==> src/rtl/i2c_config_seq.sv <==
// Register-configuration sequencer: walks an entry ROM, issues I2C write commands
// over a valid/ready handshake, retries NACKed writes and replays a tail on HDMI interrupt.
module i2c_config_seq #(
    parameter int N_ENTRIES  = 42,
    parameter int IDX_W      = 6,
    parameter int REG_W      = 8,
    parameter int REINIT_IDX = 11,
    parameter int MAX_RETRY  = 3,
    parameter int GAP_CYCLES = 2500,
    parameter int AUTO_START = 1
) (
    input  logic                  iCLK,
    input  logic                  iRST_N,
    input  logic                  start,
    input  logic                  int_n,
    output logic [IDX_W-1:0]      rom_addr,
    input  logic [16+REG_W-1:0]   rom_data,
    output logic                  m_valid,
    input  logic                  m_ready,
    output logic [16+REG_W-1:0]   m_data,
    input  logic                  m_done,
    input  logic                  m_nack,
    output logic                  busy,
    output logic                  ready,
    output logic                  error,
    output logic [7:0]            err_count,
    output logic [IDX_W-1:0]      cur_idx
);

    typedef enum logic [2:0] {IDLE, FETCH, LATCH, ISSUE, WAIT, GAP, DONE} state_t;

    localparam state_t             RST_STATE = (AUTO_START != 0) ? FETCH : IDLE;
    localparam logic [IDX_W:0]     N_END     = (IDX_W+1)'(N_ENTRIES);
    localparam logic [IDX_W-1:0]   REINIT    = IDX_W'(REINIT_IDX);
    localparam logic [15:0]        GAP_LAST  = 16'(GAP_CYCLES - 1);
    localparam logic [7:0]         RETRY_MAX = 8'(MAX_RETRY);

    state_t               state_q, state_d;
    logic [IDX_W-1:0]     rom_addr_q, rom_addr_d;
    logic                 m_valid_q, m_valid_d;
    logic [16+REG_W-1:0]  m_data_q, m_data_d;
    logic                 busy_q, busy_d;
    logic                 ready_q, ready_d;
    logic                 error_q, error_d;
    logic [7:0]           err_count_q, err_count_d;
    logic [IDX_W-1:0]     cur_idx_q, cur_idx_d;
    logic [7:0]           retry_q, retry_d;
    logic                 int_pend_q, int_pend_d;
    logic [15:0]          gap_cnt_q, gap_cnt_d;
    // adv=1: the GAP leads to the next entry (fresh fetch); adv=0: re-issue latched command
    logic                 adv_q, adv_d;
    logic [IDX_W:0]       next_idx;

    assign next_idx = {1'b0, cur_idx_q} + 1'b1;

    always_comb begin
        state_d     = state_q;
        rom_addr_d  = rom_addr_q;
        m_valid_d   = m_valid_q;
        m_data_d    = m_data_q;
        busy_d      = busy_q;
        ready_d     = ready_q;
        error_d     = error_q;
        err_count_d = err_count_q;
        cur_idx_d   = cur_idx_q;
        retry_d     = retry_q;
        int_pend_d  = int_pend_q;
        gap_cnt_d   = gap_cnt_q;
        adv_d       = adv_q;

        if (state_q != IDLE && state_q != DONE && !int_n)
            int_pend_d = 1'b1;

        case (state_q)
            IDLE: begin
                busy_d = 1'b0;
                if (start) begin
                    cur_idx_d   = '0;
                    rom_addr_d  = '0;
                    err_count_d = '0;
                    error_d     = 1'b0;
                    ready_d     = 1'b0;
                    retry_d     = '0;
                    adv_d       = 1'b1;
                    state_d     = FETCH;
                end
            end
            FETCH: begin
                rom_addr_d = cur_idx_q;
                busy_d     = 1'b1;
                state_d    = LATCH;
            end
            LATCH: begin
                if (adv_q)
                    m_data_d = rom_data;
                m_valid_d = 1'b1;
                state_d   = ISSUE;
            end
            ISSUE: begin
                if (m_ready) begin
                    m_valid_d = 1'b0;
                    state_d   = WAIT;
                end
            end
            WAIT: begin
                if (m_done) begin
                    gap_cnt_d = '0;
                    state_d   = GAP;
                    if (!m_nack) begin
                        retry_d = '0;
                        adv_d   = 1'b1;
                    end else if (retry_q < RETRY_MAX) begin
                        retry_d = retry_q + 8'd1;
                        adv_d   = 1'b0;
                    end else begin
                        if (err_count_q != 8'hFF)
                            err_count_d = err_count_q + 8'd1;
                        error_d = 1'b1;
                        retry_d = '0;
                        adv_d   = 1'b1;
                    end
                end
            end
            GAP: begin
                if (gap_cnt_q == GAP_LAST) begin
                    if (adv_q && next_idx == N_END) begin
                        busy_d  = 1'b0;
                        ready_d = 1'b1;
                        state_d = DONE;
                    end else if (adv_q) begin
                        cur_idx_d  = next_idx[IDX_W-1:0];
                        rom_addr_d = next_idx[IDX_W-1:0];
                        state_d    = FETCH;
                    end else begin
                        state_d = LATCH;
                    end
                end else begin
                    gap_cnt_d = gap_cnt_q + 16'd1;
                end
            end
            DONE: begin
                busy_d = 1'b0;
                if (int_pend_q || !int_n) begin
                    // replay keeps the error record of the run it extends
                    int_pend_d = 1'b0;
                    cur_idx_d  = REINIT;
                    rom_addr_d = REINIT;
                    ready_d    = 1'b0;
                    retry_d    = '0;
                    adv_d      = 1'b1;
                    state_d    = FETCH;
                end else if (start) begin
                    cur_idx_d   = '0;
                    rom_addr_d  = '0;
                    err_count_d = '0;
                    error_d     = 1'b0;
                    ready_d     = 1'b0;
                    retry_d     = '0;
                    adv_d       = 1'b1;
                    state_d     = FETCH;
                end
            end
            default: state_d = IDLE;
        endcase
    end

    always_ff @(posedge iCLK or negedge iRST_N) begin
        if (!iRST_N) begin
            state_q     <= RST_STATE;
            rom_addr_q  <= '0;
            m_valid_q   <= 1'b0;
            m_data_q    <= '0;
            busy_q      <= 1'b0;
            ready_q     <= 1'b0;
            error_q     <= 1'b0;
            err_count_q <= '0;
            cur_idx_q   <= '0;
            retry_q     <= '0;
            int_pend_q  <= 1'b0;
            gap_cnt_q   <= '0;
            adv_q       <= 1'b1;
        end else begin
            state_q     <= state_d;
            rom_addr_q  <= rom_addr_d;
            m_valid_q   <= m_valid_d;
            m_data_q    <= m_data_d;
            busy_q      <= busy_d;
            ready_q     <= ready_d;
            error_q     <= error_d;
            err_count_q <= err_count_d;
            cur_idx_q   <= cur_idx_d;
            retry_q     <= retry_d;
            int_pend_q  <= int_pend_d;
            gap_cnt_q   <= gap_cnt_d;
            adv_q       <= adv_d;
        end
    end

    assign rom_addr  = rom_addr_q;
    assign m_valid   = m_valid_q;
    assign m_data    = m_data_q;
    assign busy      = busy_q;
    assign ready     = ready_q;
    assign error     = error_q;
    assign err_count = err_count_q;
    assign cur_idx   = cur_idx_q;

endmodule

==> config.mk <==
export PLATFORM = sky130hd
export DESIGN_NAME = i2c_config_seq
export DESIGN_NICKNAME = d
export VERILOG_FILES = /design/src/rtl/i2c_config_seq.sv
export SDC_FILE = /design/constraint.sdc
export NUM_CORES = 1
export LEC_CHECK = 0
export BUFFER_PORTS_ARGS = -buffer_cell sky130_fd_sc_hd__buf_4
export CORE_ASPECT_RATIO = 0.75
export CORE_MARGIN = 2
export CORE_UTILIZATION = 59
export DETAILED_ROUTE_END_ITERATION = 8
export GPL_TIMING_DRIVEN = 0
export PLACE_DENSITY = 0.95
export SLEW_MARGIN = 0
export SYNTH_ARGS = -nofsm -noshare
export SYNTH_HDL_FRONTEND = slang
export SYNTH_SLANG_ARGS = --single-unit
==> constraint.sdc <==
create_clock -name iCLK -period 4.3 [get_ports iCLK]
set_clock_uncertainty 0.1 [all_clocks]
set_input_delay 0.645 -clock iCLK [delete_from_list [all_inputs] [get_ports iCLK]]
set_output_delay 0.645 -clock iCLK [all_outputs]
set_load 0.005 [all_outputs]
-- Word-level counts from Yosys, hierarchy flattened
Index checks and enable logic that the tools add are counted.
- register bits after elaboration: 77
- bits of input ports: 31
- output and inout port bits: 48
- word-level logic and storage cells: 122
- add/subtract/negate cells: 4
- magnitude comparators: 1
- equality and inequality tests: 21
- mux-type cells: 58
- reductions and logical operators: 25
- operator list (kind ; count):
    two-way mux 8 bit ; 11
    case mux 8 bit (3 select lines) ; 2
    two-way mux 6 bit ; 7
    two-way mux 16 bit ; 2
    case mux 16 bit (2 select lines) ; 1
    case mux 6 bit (4 select lines) ; 1
    inequality test 2 bit, second input constant ; 11
    case mux 3 bit (7 select lines) ; 1
    two-way mux 1 bit ; 20
    two-way mux 3 bit ; 6
    case mux 6 bit (3 select lines) ; 1
    adder 16 x 1 -> 16 bit, second input constant ; 1
    adder 8 x 1 -> 8 bit, second input constant ; 2
    == test 16 x 12 -> 1 bit, second input constant ; 1
    case mux 1 bit (3 select lines) ; 4
    AND reduction 3 bit ; 4
    nonzero test 3 bit ; 4
    == test 3 bit, second input constant ; 3
    less-than comparator 8 x 2 -> 1 bit, second input constant ; 1
    inequality test 8 bit, second input constant ; 1
    AND reduction 4 bit ; 2
    adder 6 x 1 -> 7 bit, second input constant ; 1
    == test 7 x 6 -> 1 bit, second input constant ; 1
    == test 3 x 2 -> 1 bit, second input constant ; 2
    other kinds (14) ; 19

-- Logic depth before layout (Yosys ltp)
Gate-level depths: netlist of run 1.
- depth after elaboration: 6
- mapped depth: 7
- gate-level depth less buffers: 7

-- Least setup slack after synthesis of run 1
OpenSTA, ideal clock, no wires.
- path type: flip-flop to flip-flop
- start point: reg cur_idx_q[0] (netlist: cur_idx[0])
- end point: reg busy_q (netlist: busy)
- library setup time: 0.137 ns
- data arrival time: 1.931 ns
- required time: 4.063 ns
- path slack: 2.132 ns
- cell stages (with the launch flop): 7
- buffers on the path: 0
- clock period less this slack: 2.168 ns
- cells stage by stage: dfrtp_1 -> ha_1 -> or2b_1 -> o2bb2a_4 -> or4_4 -> o211ai_1 -> o211ai_1
- cells in the longest elaborated chain, start to end: 5
- RTL lines (what ; RTL line ; source):
    from (decl) ; 46 ; logic [IDX_W-1:0] cur_idx_q, cur_idx_d;
    from (signal assigned) ; 191 ; cur_idx_q <= cur_idx_d;
    adder 6 x 1 -> 7 bit ; 54 ; assign next_idx = {1'b0, cur_idx_q} + 1'b1;
    == test 7 x 6 -> 1 bit ; 126 ; if (adv_q && next_idx == N_END) begin
    logical AND 1 bit ; 126 ;
    inequality test 2 bit (no line) ; -- ;
    AND reduction 3 bit (no line) ; -- ;
    to (signal assigned) ; 187 ; busy_q <= busy_d;
    to (decl) ; 42 ; logic busy_q, busy_d;
No other way between the ends.
A chain may end at the register's enable or synchronous reset.

-- Final worst setup path of run 1
- start point: reg cur_idx_q[0] (netlist: cur_idx[0])
- end point: reg rom_addr_q[2] (netlist: rom_addr[2])
- cells in the longest elaborated chain, start to end: 5
- elaborated cells between the ends (all ways): 9
- classes of those cells: add/sub (1); eq/ne (2); mux (4); reduce/logical (2)
- RTL lines (what ; RTL line ; source):
    adder 6 x 1 -> 7 bit (*) ; 54 ;
    == test 7 x 6 -> 1 bit or two-way mux 6 bit (tied branches) ; 126, 130 ;
    logical AND 1 bit or two-way mux 6 bit (tied branches) ; 126 ;
    inequality test 2 bit (no line) or two-way mux 6 bit (tied branches) ; -- ;
    AND reduction 4 bit (no line) or case mux 6 bit (4 select lines) (tied branches) ; -- ;
    to (signal assigned) ; 184 ; rom_addr_q <= rom_addr_d;
    to (decl) ; 39 ; logic [IDX_W-1:0] rom_addr_q, rom_addr_d;
Every way passes the cells marked *; elsewhere a longest branch is shown, timed or not. The select of a mux whose other input is x is not followed.

==> results of run 1 <==
-- worst paths after layout --
check                           startpoint       endpoint  slack (ns)  depth (start not counted)
worst max-delay path            cur_idx[0]    rom_addr[2]        1.82                          6
worst min-delay path                iRST_N     m_data[21]        0.34                          1
worst max register to register  cur_idx[0]    rom_addr[2]        1.82                          6
worst min register to register  retry_q[4]     retry_q[4]        0.38                          1
max in group asynchronous           iRST_N  gap_cnt_q[13]        3.16                          1
min in group iCLK               retry_q[4]     retry_q[4]        0.38                          1
-- power breakdown --
group | internal, W | switching [W]
clock | 0.000383 | 0.000267
combinational | 0.0000187 | 0.0000208
sequential | 0.000723 | 0.0000000000000000000166
total | 0.00113 | 0.000287
-- Yosys cell counts (all sizes together) (2+ instances only) --
library cell,count,area share
and2,7,0.011
mux2i,2,0.0050
nor3b,2,0.0038
nand2b,8,0.013
or3,4,0.0063
nand2,25,0.024
ha,5,0.016
nor2b,3,0.0047
o21a,2,0.0038
o22ai,2,0.0031
clkbuf,8,0.0076
nor3,8,0.011
a21oi,22,0.028
a211oi,3,0.0057
and3,6,0.0094
dfstp,2,0.013
nor2,28,0.026
nand4,5,0.0079
xnor2,10,0.022
xor2,3,0.0066
a211o,3,0.0066
a22o,2,0.0044
inv,12,0.011
mux2,24,0.068
o221ai,2,0.0044
nand3b,3,0.0057
o2111ai,2,0.0088
a31o,3,0.0066
o211ai,10,0.024
and4,2,0.0044
dfrtp,75,0.47
nand4b,2,0.0044
nor4b,2,0.0098
or2b,3,0.0057
nor4,6,0.011
or4,3,0.0066
nand3,23,0.030
or2,6,0.0094
o21ai,18,0.023
buf,8,0.012
o31ai,3,0.0057
-- through the flow --
step	setup slack, ns	utilization	cell area (um2)
2_1_floorplan	2.13	-	3980
3_3_place_gp	1.86	0.726	4660
3_5_place_dp	1.83	0.726	4660
4_1_cts	1.84	0.763	4890
5_1_grt	1.69	0.763	4890
6_report	1.82	0.763	4890
-- placed cells by master, fill, tap and decap left out, types with 3 or more instances in the layout --
master	Yosys	layout
nand3b_1	3	3
nand4_1	5	5
ha_1	5	5
dfrtp_1	75	75
o21ai_0	17	17
buf_2	6	6
o211ai_1	8	8
nor2_1	28	28
inv_1	12	12
xnor2_1	10	10
xor2_1	3	3
nor4_1	5	5
clkbuf_8	0	9
or2_2	5	5
nand3_1	22	22
clkbuf_1	8	8
and3_1	6	6
nand2b_1	8	8
o31ai_1	3	3
buf_4	1	78
or2b_1	3	3
a211oi_1	3	3
nor2b_1	3	3
nor3_1	7	7
a21oi_1	22	22
a211o_1	3	3
nand2_1	25	25
bufinv_16	0	3
and2_1	7	7
or3_1	4	4
mux2_2	24	24
-- registers in the layout, indices dropped and copies added, names as in the netlist, 3 cells and up --
| register | cells |
|---|---|
| gap_cnt_q | 16 |
| m_data | 24 |
| rom_addr | 6 |
| state_q | 3 |
| retry_q | 8 |
| err_count | 8 |
| cur_idx | 6 |
-- logic make-up (layout without fill, tap and decap cells) --
kind of cell / Yosys count / count (layout) / synth area share
xor gates and xnor gates: 13 / 13 / 0.0286
muxes: 26 / 26 / 0.0730
AOI/OAI and AO/OA: 84 / 84 / 0.152
and+or+nand+nor: 150 / 150 / 0.215
buffers and inverters: 28 / 120 / 0.0312
adders and majority gates: 5 / 5 / 0.0157
DFF: 77 / 77 / 0.485
-- routing by layer --
metal / share of wire / vias to the layer above / wire length (um)
met4: 0.017 / 0 / 170
met3: 0.083 / 22 / 816
met5: 0 / - / 0
met2: 0.47 / 174 / 4620
met1: 0.43 / 1647 / 4250
li1: - / 1578 / -
-- area by class of cell --
cell class	instances	area share
inverters	12	0.00921
multi-input cells	278	0.393
clock buffers	9	0.0253
clock inverters	6	0.0230
plain buffers	16	0.0161
flip-flops and latches	77	0.394
well taps	81	0.0207
repair buffers	77	0.118
==> results_dict.tcl, run 1 <==
set metrics [dict create \
    cts.sinks 77 \
    synth-edff-count 0 \
    synthDistinctLibCells 70 \
    fp-row-count 25 \
    status "finished clean" \
    crit_path_max_fanout 8 \
    postSynthAreaPerCell_um2 10.4 \
    die-area_um2 7420 \
    wirelength_um 9860 \
    postCtsHoldBufs 0 \
    holdWs_ns 0.337 \
    grt-busiest-layer "met2" \
    max_freq_mhz 403 \
    die_w_um 98.8 \
    design.core.area_um2 6410 \
    final_cells 556 \
    cp.required_ns 4.44 \
    cts_made_buffers 9 \
    worstPathCellList "ha_1 -> or2b_1 -> o2bb2a_4 -> o21ai_0 -> a211oi_1 -> a221o_1" \
    vias_per_cell 6.15 \
    cpPeakStageDelay_ns 0.54 \
    drt_iter0_drc 383 \
    grt_overflow 0 \
    crit_type "register to register" \
    synthCells 383 \
    multi_input_area_um2 1920 \
    ant_nets 0 \
    fillers 424 \
    cp_num_buf_inv 0 \
    grt_use_met2 0.443 \
    cts_resized 0 \
    period_minus_slack_ns 2.48 \
    grt_first_pass_wirelength_um 15700 \
    drive_gt1_frac 0.307 \
    met1_usage 0.363 \
    syn_nets 419 \
    first_global_vias 3207 \
    synth-seq-cells 77 \
    numPortBuffers 77 \
    final_max_slew_viol_count 0 \
    nNetsFinal 507 \
    rsz0062_at_grt "false" \
    hpwl_um 7070 \
    ys_seq_area_frac 0.485 \
    areaGrowthSynthToFinish_pct 23.0 \
    syn-cell-area_um2 3980 \
    power.leakage_nw 2.33 \
    place_inst 541 \
    cp.arrival_ns 2.62 \
    wl_per_cell_um 17.7 \
    clkTransAtPathRegs_ns 0.08 \
    cpMaxStageDelayCell "o21ai_0" \
    path_delay_family "compound AO/OA/AOI/OAI gates" \
    root_buffer "clkbuf_8" \
    finalHoldViolCount 0 \
    ioPinCount 79 \
    cts_setup_buffers 0 \
    period_share 0.578 \
    yosysWarnings 0 \
    cts_tree "yes" \
    vias 3421 \
    async_reset_ff_frac 1.00 \
    hold_class "input port to asynchronous set/reset pin" \
    post-route-drc-count 0 \
    firstDrtPassIters 5 \
    tightest_slew_ns 0.938 \
    worstSetupEndpointType "register" \
    power_w 0.00141 \
    grt_start_max_net_pins 78 \
    grt_use_total 0.270 \
    p_per_area_nw_per_um2 289 \
    clockBufferDepth 2 \
    synthFlopType "dfrtp_1" \
    seqCellArea_um2 1930 \
    n_antenna_cell 0 \
    clk_latency_ns 0.35 \
    initial_utilization 0.620 \
    gr-usage-met3 0.0622 \
    slew_headroom 0.375 \
    fin_setup_tns_ns 0 \
    max-vdd-ir-drop_uv 201 \
    setup_viol 0 \
    cap_violations 0 \
    place_congestion 0.939 \
    antenna_found_initial 0 \
    critPathLaunchType "register" \
    fp.dieH_um 75.1 \
    ctsHtreeMaxLevel 3 \
]
Power figures use the tool's default switching activity.
==> inputs of run 2 (changes only) <==
Settings changed: CORE_UTILIZATION 59 to 55, PLACE_DENSITY 0.95 to 0.92.
Clock period 4.3 ns to 2.3 ns, I/O delays scaled along.
==> run 2 against run 1 <==
  * Setup slack got worse by 1.8 ns
  * Non-clock buffer count increased by 8
  * Largest power group unchanged
  * Largest cell class is now multi-input gates
  * Critical path type unchanged
  * Final cell count increased by 4.7%
  * Clock power increased by 83%
  * Critical endpoint is now rom_addr[5]
  * Utilization decreased by 3.6 points
  * Critical path depth unchanged
  * Sequential share of layout area decreased by 0.90 points
==> results_dict.tcl, run 2 (synthesized netlist as in run 1, its figures left out) <==
set metrics [dict create \
    cp_num_buf_inv 2 \
    reg2reg_from "state_q[2]" \
    drive_gt1_frac 0.339 \
    cp.arrival_ns 2.46 \
    ff2ff_path_depth 6 \
    cp.required_ns 2.48 \
    tightest_slew_ns 0.967 \
    root_buffer "clkbuf_8" \
    initial_utilization 0.577 \
    cts_made_buffers 9 \
    period_share 0.990 \
    post-route-drc-count 0 \
    grt_overflow 0 \
    design.core.area_um2 6900 \
    die-area_um2 7930 \
    firstDrtPassIters 5 \
    status "finished clean" \
    cpPeakStageDelay_ns 0.48 \
    max-vdd-ir-drop_uv 431 \
    grt_start_max_net_pins 78 \
    place_congestion 0.937 \
    areaGrowthSynthToFinish_pct 26.1 \
    largest_reg_flops 24 \
    grt_first_pass_wirelength_um 16300 \
    finalHoldViolCount 0 \
    antenna_found_initial 0 \
    n_antenna_cell 0 \
    period_minus_slack_ns 2.28 \
    place_inst 558 \
    final_cells 582 \
    hpwl_um 6980 \
    multi_input_area_um2 1970 \
    cap_violations 0 \
    path_depth 6 \
    crit_type "register to register" \
    nNetsFinal 515 \
    final_max_slew_viol_count 0 \
    fp-row-count 26 \
    cts_tree "yes" \
    fin_setup_tns_ns 0 \
    clkTransAtPathRegs_ns 0.09 \
    critPathLaunchType "register" \
    ioPinCount 79 \
    fillers 474 \
    vias_per_cell 6.02 \
    die_w_um 102 \
    max_freq_mhz 439 \
    power.leakage_nw 2.36 \
    clockBufferDepth 2 \
    layout_common_cells "buf_4 (86), dfrtp_1 (73), nor2_1 (27), nand2_1 (25), mux2_2 (24)" \
    slew_headroom 0.355 \
    fp.dieH_um 77.6 \
    path_delay_family "simple AND/OR/NAND/NOR gates" \
    crit_path_max_fanout 10 \
    cpMaxStageDelayCell "dfrtp_1" \
    clk_latency_ns 0.36 \
    final_common_cell "buf_4" \
    r2r_slack_ns 0.02 \
    worstSetupEndpointType "register" \
    ctsHtreeMaxLevel 3 \
    reg2reg_to "rom_addr[5]" \
    worstPathCellList "buf_2 -> nand3b_1 -> buf_4 -> or3_1 -> a211o_1 -> o211ai_1" \
    vias 3506 \
    ant_nets 0 \
    grt_use_total 0.262 \
    setup_viol 0 \
    numPortBuffers 77 \
    hold_class "input port to asynchronous set/reset pin" \
    wirelength_um 10000 \
    seqCellArea_um2 1930 \
    cts.sinks 77 \
    drt_iter0_drc 328 \
    p_per_area_nw_per_um2 523 \
    first_global_vias 3388 \
    wl_per_cell_um 17.2 \
]
==> run 2: per-stage QoR <==
| stage | hold WS, ns | util | setup WS, ns | power, W | cell area, um2 |
|---|---|---|---|---|---|
| finish | 0.0101 | 0.727 | 0.0234 | 0.00262 | 5010 |
| global route | 0.101 | 0.727 | -0.00897 | 0.00270 | 5010 |
| CTS | 0.0631 | 0.712 | 0.0234 | 0.00263 | 4910 |
| detailed placement | 0.374 | 0.678 | -0.0734 | 0.00146 | 4680 |
| global placement | 0.362 | 0.678 | -0.109 | 0.00145 | 4680 |
| floorplan | -0.0506 | - | 0.132 | 0.00139 | 3980 |
==> run 2: how the worst max path moves through the flow <==
stage,startpoint,endpoint
global route,state_q[2],rom_addr[5]
CTS,cur_idx[0],state_q[2]
floorplan,cur_idx[0],busy
finish,state_q[2],rom_addr[5]
global placement,cur_idx[0],rom_addr[2]
detailed placement,cur_idx[0],rom_addr[2]
==> run 2: report_power, final <==
part	total [W]	switching (W)	internal, W
logic	0.0000745	0.0000395	0.0000350
clock network	0.00119	0.000563	0.000630
registers	0.00135	0.0000000000000000000265	0.00135
total	0.00262	0.000602	0.00202
==> run 2: worst reg2reg max path, delay by kind of cell, from the launching register on <==
family / cells / cell delay [ns]
compound gates: 2 / 0.44
simple gates: 2 / 0.66
flops: 1 / 0.48
buf+inv: 2 / 0.53
==> run 2: timing repair <==
item,in CTS,in global routing
hold buffers,0,0
setup endpoints to repair,5,32
pin swaps,0,2
buffers inserted,0,8
hold endpoints to repair,0,0
resized for setup,3,13
==> run 2: per-layer routing <==
layer,up-vias,global-route usage,wire (um)
li1,1588,-,-
met1,1684,0.368,4380
met2,196,0.384,4410
met3,38,0.0883,1020
met4,0,0.0813,214
met5,-,0,0
==> run 2: area by class of cell <==
| class | count | area share |
|---|---|---|
| buffer | 16 | 0.0160 |
| sequential | 77 | 0.385 |
| tap | 98 | 0.0245 |
| multi-input combinational | 278 | 0.392 |
| timing repair buffer | 85 | 0.127 |
| clock inverter | 7 | 0.0210 |
| inverter | 12 | 0.00898 |
| clock buffer | 9 | 0.0247 |
==> inputs of run 3 (changes only) <==
Settings changed: CELL_PAD_IN_SITES_DETAIL_PLACEMENT from default to 1, CELL_PAD_IN_SITES_GLOBAL_PLACEMENT from default to 1, CORE_UTILIZATION 55 to 46, PLACE_DENSITY 0.92 to 0.95.
Clock period 2.3 ns to 2.9 ns, I/O delays scaled along.
==> run 3 against run 2 <==
  * Count of clock-buffer cells in the layout is the same
  * Final cell count up 0.34%
  * Fmax decreased by 15%
  * Die area up 19%
==> results_dict.tcl, run 3 (synthesized netlist as in run 1, its figures left out) <==
set metrics [dict create \
    grt_start_max_net_pins 78 \
    wirelength_um 11700 \
    endpoint "rom_addr[4]" \
    layout_common_cells "buf_4 (78), dfrtp_1 (75), nor2_1 (28), nand2_1 (25), mux2_2 (24)" \
    grt_overflow 0 \
    grt_first_pass_wirelength_um 19700 \
    nNetsFinal 507 \
    postCtsHoldBufs 0 \
    fin_setup_tns_ns 0 \
    reg2reg_to "rom_addr[4]" \
    setup_viol 0 \
    cts_resized 0 \
    p_per_area_nw_per_um2 452 \
    grt_use_total 0.265 \
    areaGrowthSynthToFinish_pct 25.3 \
    cap_violations 0 \
    critPathLaunchType "register" \
    design.core.area_um2 8420 \
    tightest_slew_ns 0.987 \
    cts_setup_buffers 0 \
    rsz0062_at_grt "false" \
    ff2ff_path_depth 6 \
    hpwl_um 8130 \
    holdWs_ns 0.146 \
    clkTransAtPathRegs_ns 0.06 \
    die_w_um 111 \
    hold_class "input port to asynchronous set/reset pin" \
    fp-row-count 29 \
    die-area_um2 9410 \
    cts.sinks 77 \
    clk_latency_ns 0.35 \
    vias 3459 \
    cts_made_buffers 9 \
    final_max_slew_viol_count 0 \
    cp.required_ns 3.03 \
    r2r_slack_ns 0.21 \
    period_share 0.927 \
    slew_headroom 0.342 \
    max-vdd-ir-drop_uv 349 \
    worstPathCellList "ha_1 -> or2b_1 -> o2bb2a_4 -> o21ai_0 -> a211oi_1 -> a211o_1" \
    initial_utilization 0.472 \
    max_freq_mhz 372 \
    fp.dieH_um 84.5 \
    vias_per_cell 5.92 \
    finalHoldViolCount 0 \
    place_congestion 0.822 \
    reg2reg_from "cur_idx[0]" \
    cpPeakStageDelay_ns 0.68 \
    drive_gt1_frac 0.309 \
    ctsHtreeMaxLevel 3 \
    wl_per_cell_um 20.0 \
    ant_nets 0 \
    power.leakage_nw 2.35 \
    crit_path_max_fanout 8 \
    cts_tree "yes" \
    antenna_found_initial 0 \
    cpMaxStageDelayCell "o21ai_0" \
    ioPinCount 79 \
    n_antenna_cell 0 \
    final_common_cell "buf_4" \
    worstSetupEndpointType "register" \
    status "finished clean" \
    first_global_vias 3785 \
    numPortBuffers 77 \
    firstDrtPassIters 4 \
    root_buffer "clkbuf_16" \
    post-route-drc-count 0 \
    period_minus_slack_ns 2.69 \
    crit_start "cur_idx[0]" \
    drt_iter0_drc 215 \
    largest_reg_flops 24 \
    crit_type "register to register" \
    clockBufferDepth 2 \
    cp.arrival_ns 2.82 \
]
==> run 3: cell count changes in the layout (fill, tap and decap cells not counted), moves of 3 or more <==
cell and change:
buf_4 -8, clkbuf_8 -9, inv_6 -3, clkinv_2 +4
clkbuf_16 +9
==> run 3: how the worst min path moves through the flow <==
stage            startpoint         end  slack [ns]  depth (start not counted)
3_3_place_gp     retry_q[5]  retry_q[5]        0.36                          1
3_5_place_dp     retry_q[5]  retry_q[5]        0.37                          1
4_1_cts              iRST_N   m_data[9]        0.20                          1
5_1_grt        rom_data[17]  m_data[17]        0.22                          2
2_1_floorplan        iRST_N        busy        0.04                          0
6_report             iRST_N   m_data[9]        0.15                          1
==> run 3: power by group <==
part,leakage [nW],internal (W),switching [W]
clock network,0.145,0.000661,0.000458
registers,0.986,0.00107,0.0000000000000000000205
logic,1.22,0.0000277,0.0000315
total,2.35,0.00176,0.000490
==> run 3: area by class of cell <==
type,count,area (um2)
clock inverter,7,66.3
clock buffer,9,225
tap,108,135
buffer,16,78.8
fill,940,3440
sequential,77,1930
inverter,12,45.0
timing repair buffer,77,578
multi-input combinational,278,1920
==> run 3: critical path: cells and delay by family (launching register included) <==
kind            cells  cell delay, ns
fa+ha+maj           1            0.33
compound gates      4            1.33
simple gates        1            0.26
flops               1            0.54
==> run 3: metrics by stage <==
| stage | area, um2 | setup slack, ns | instances | utilization | power, W |
|---|---|---|---|---|---|
| 2_1_floorplan | 3980 | 0.732 | 383 | - | 0.00110 |
| 6_report | 4980 | 0.213 | 584 | 0.592 | 0.00225 |
| 5_1_grt | 4980 | 0.0976 | 584 | 0.592 | 0.00232 |
| 4_1_cts | 4980 | 0.264 | 584 | 0.592 | 0.00228 |
| 3_3_place_gp | 4690 | 0.469 | 568 | 0.557 | 0.00115 |
| 3_5_place_dp | 4690 | 0.393 | 568 | 0.557 | 0.00115 |
==> run 3: layer usage <==
metal,global-route usage,part of all wire,vias up
li1,-,-,1574
met1,0.333,0.43,1783
met2,0.462,0.51,87
met3,0.0534,0.040,15
met4,0.0898,0.016,0
met5,0,0,-
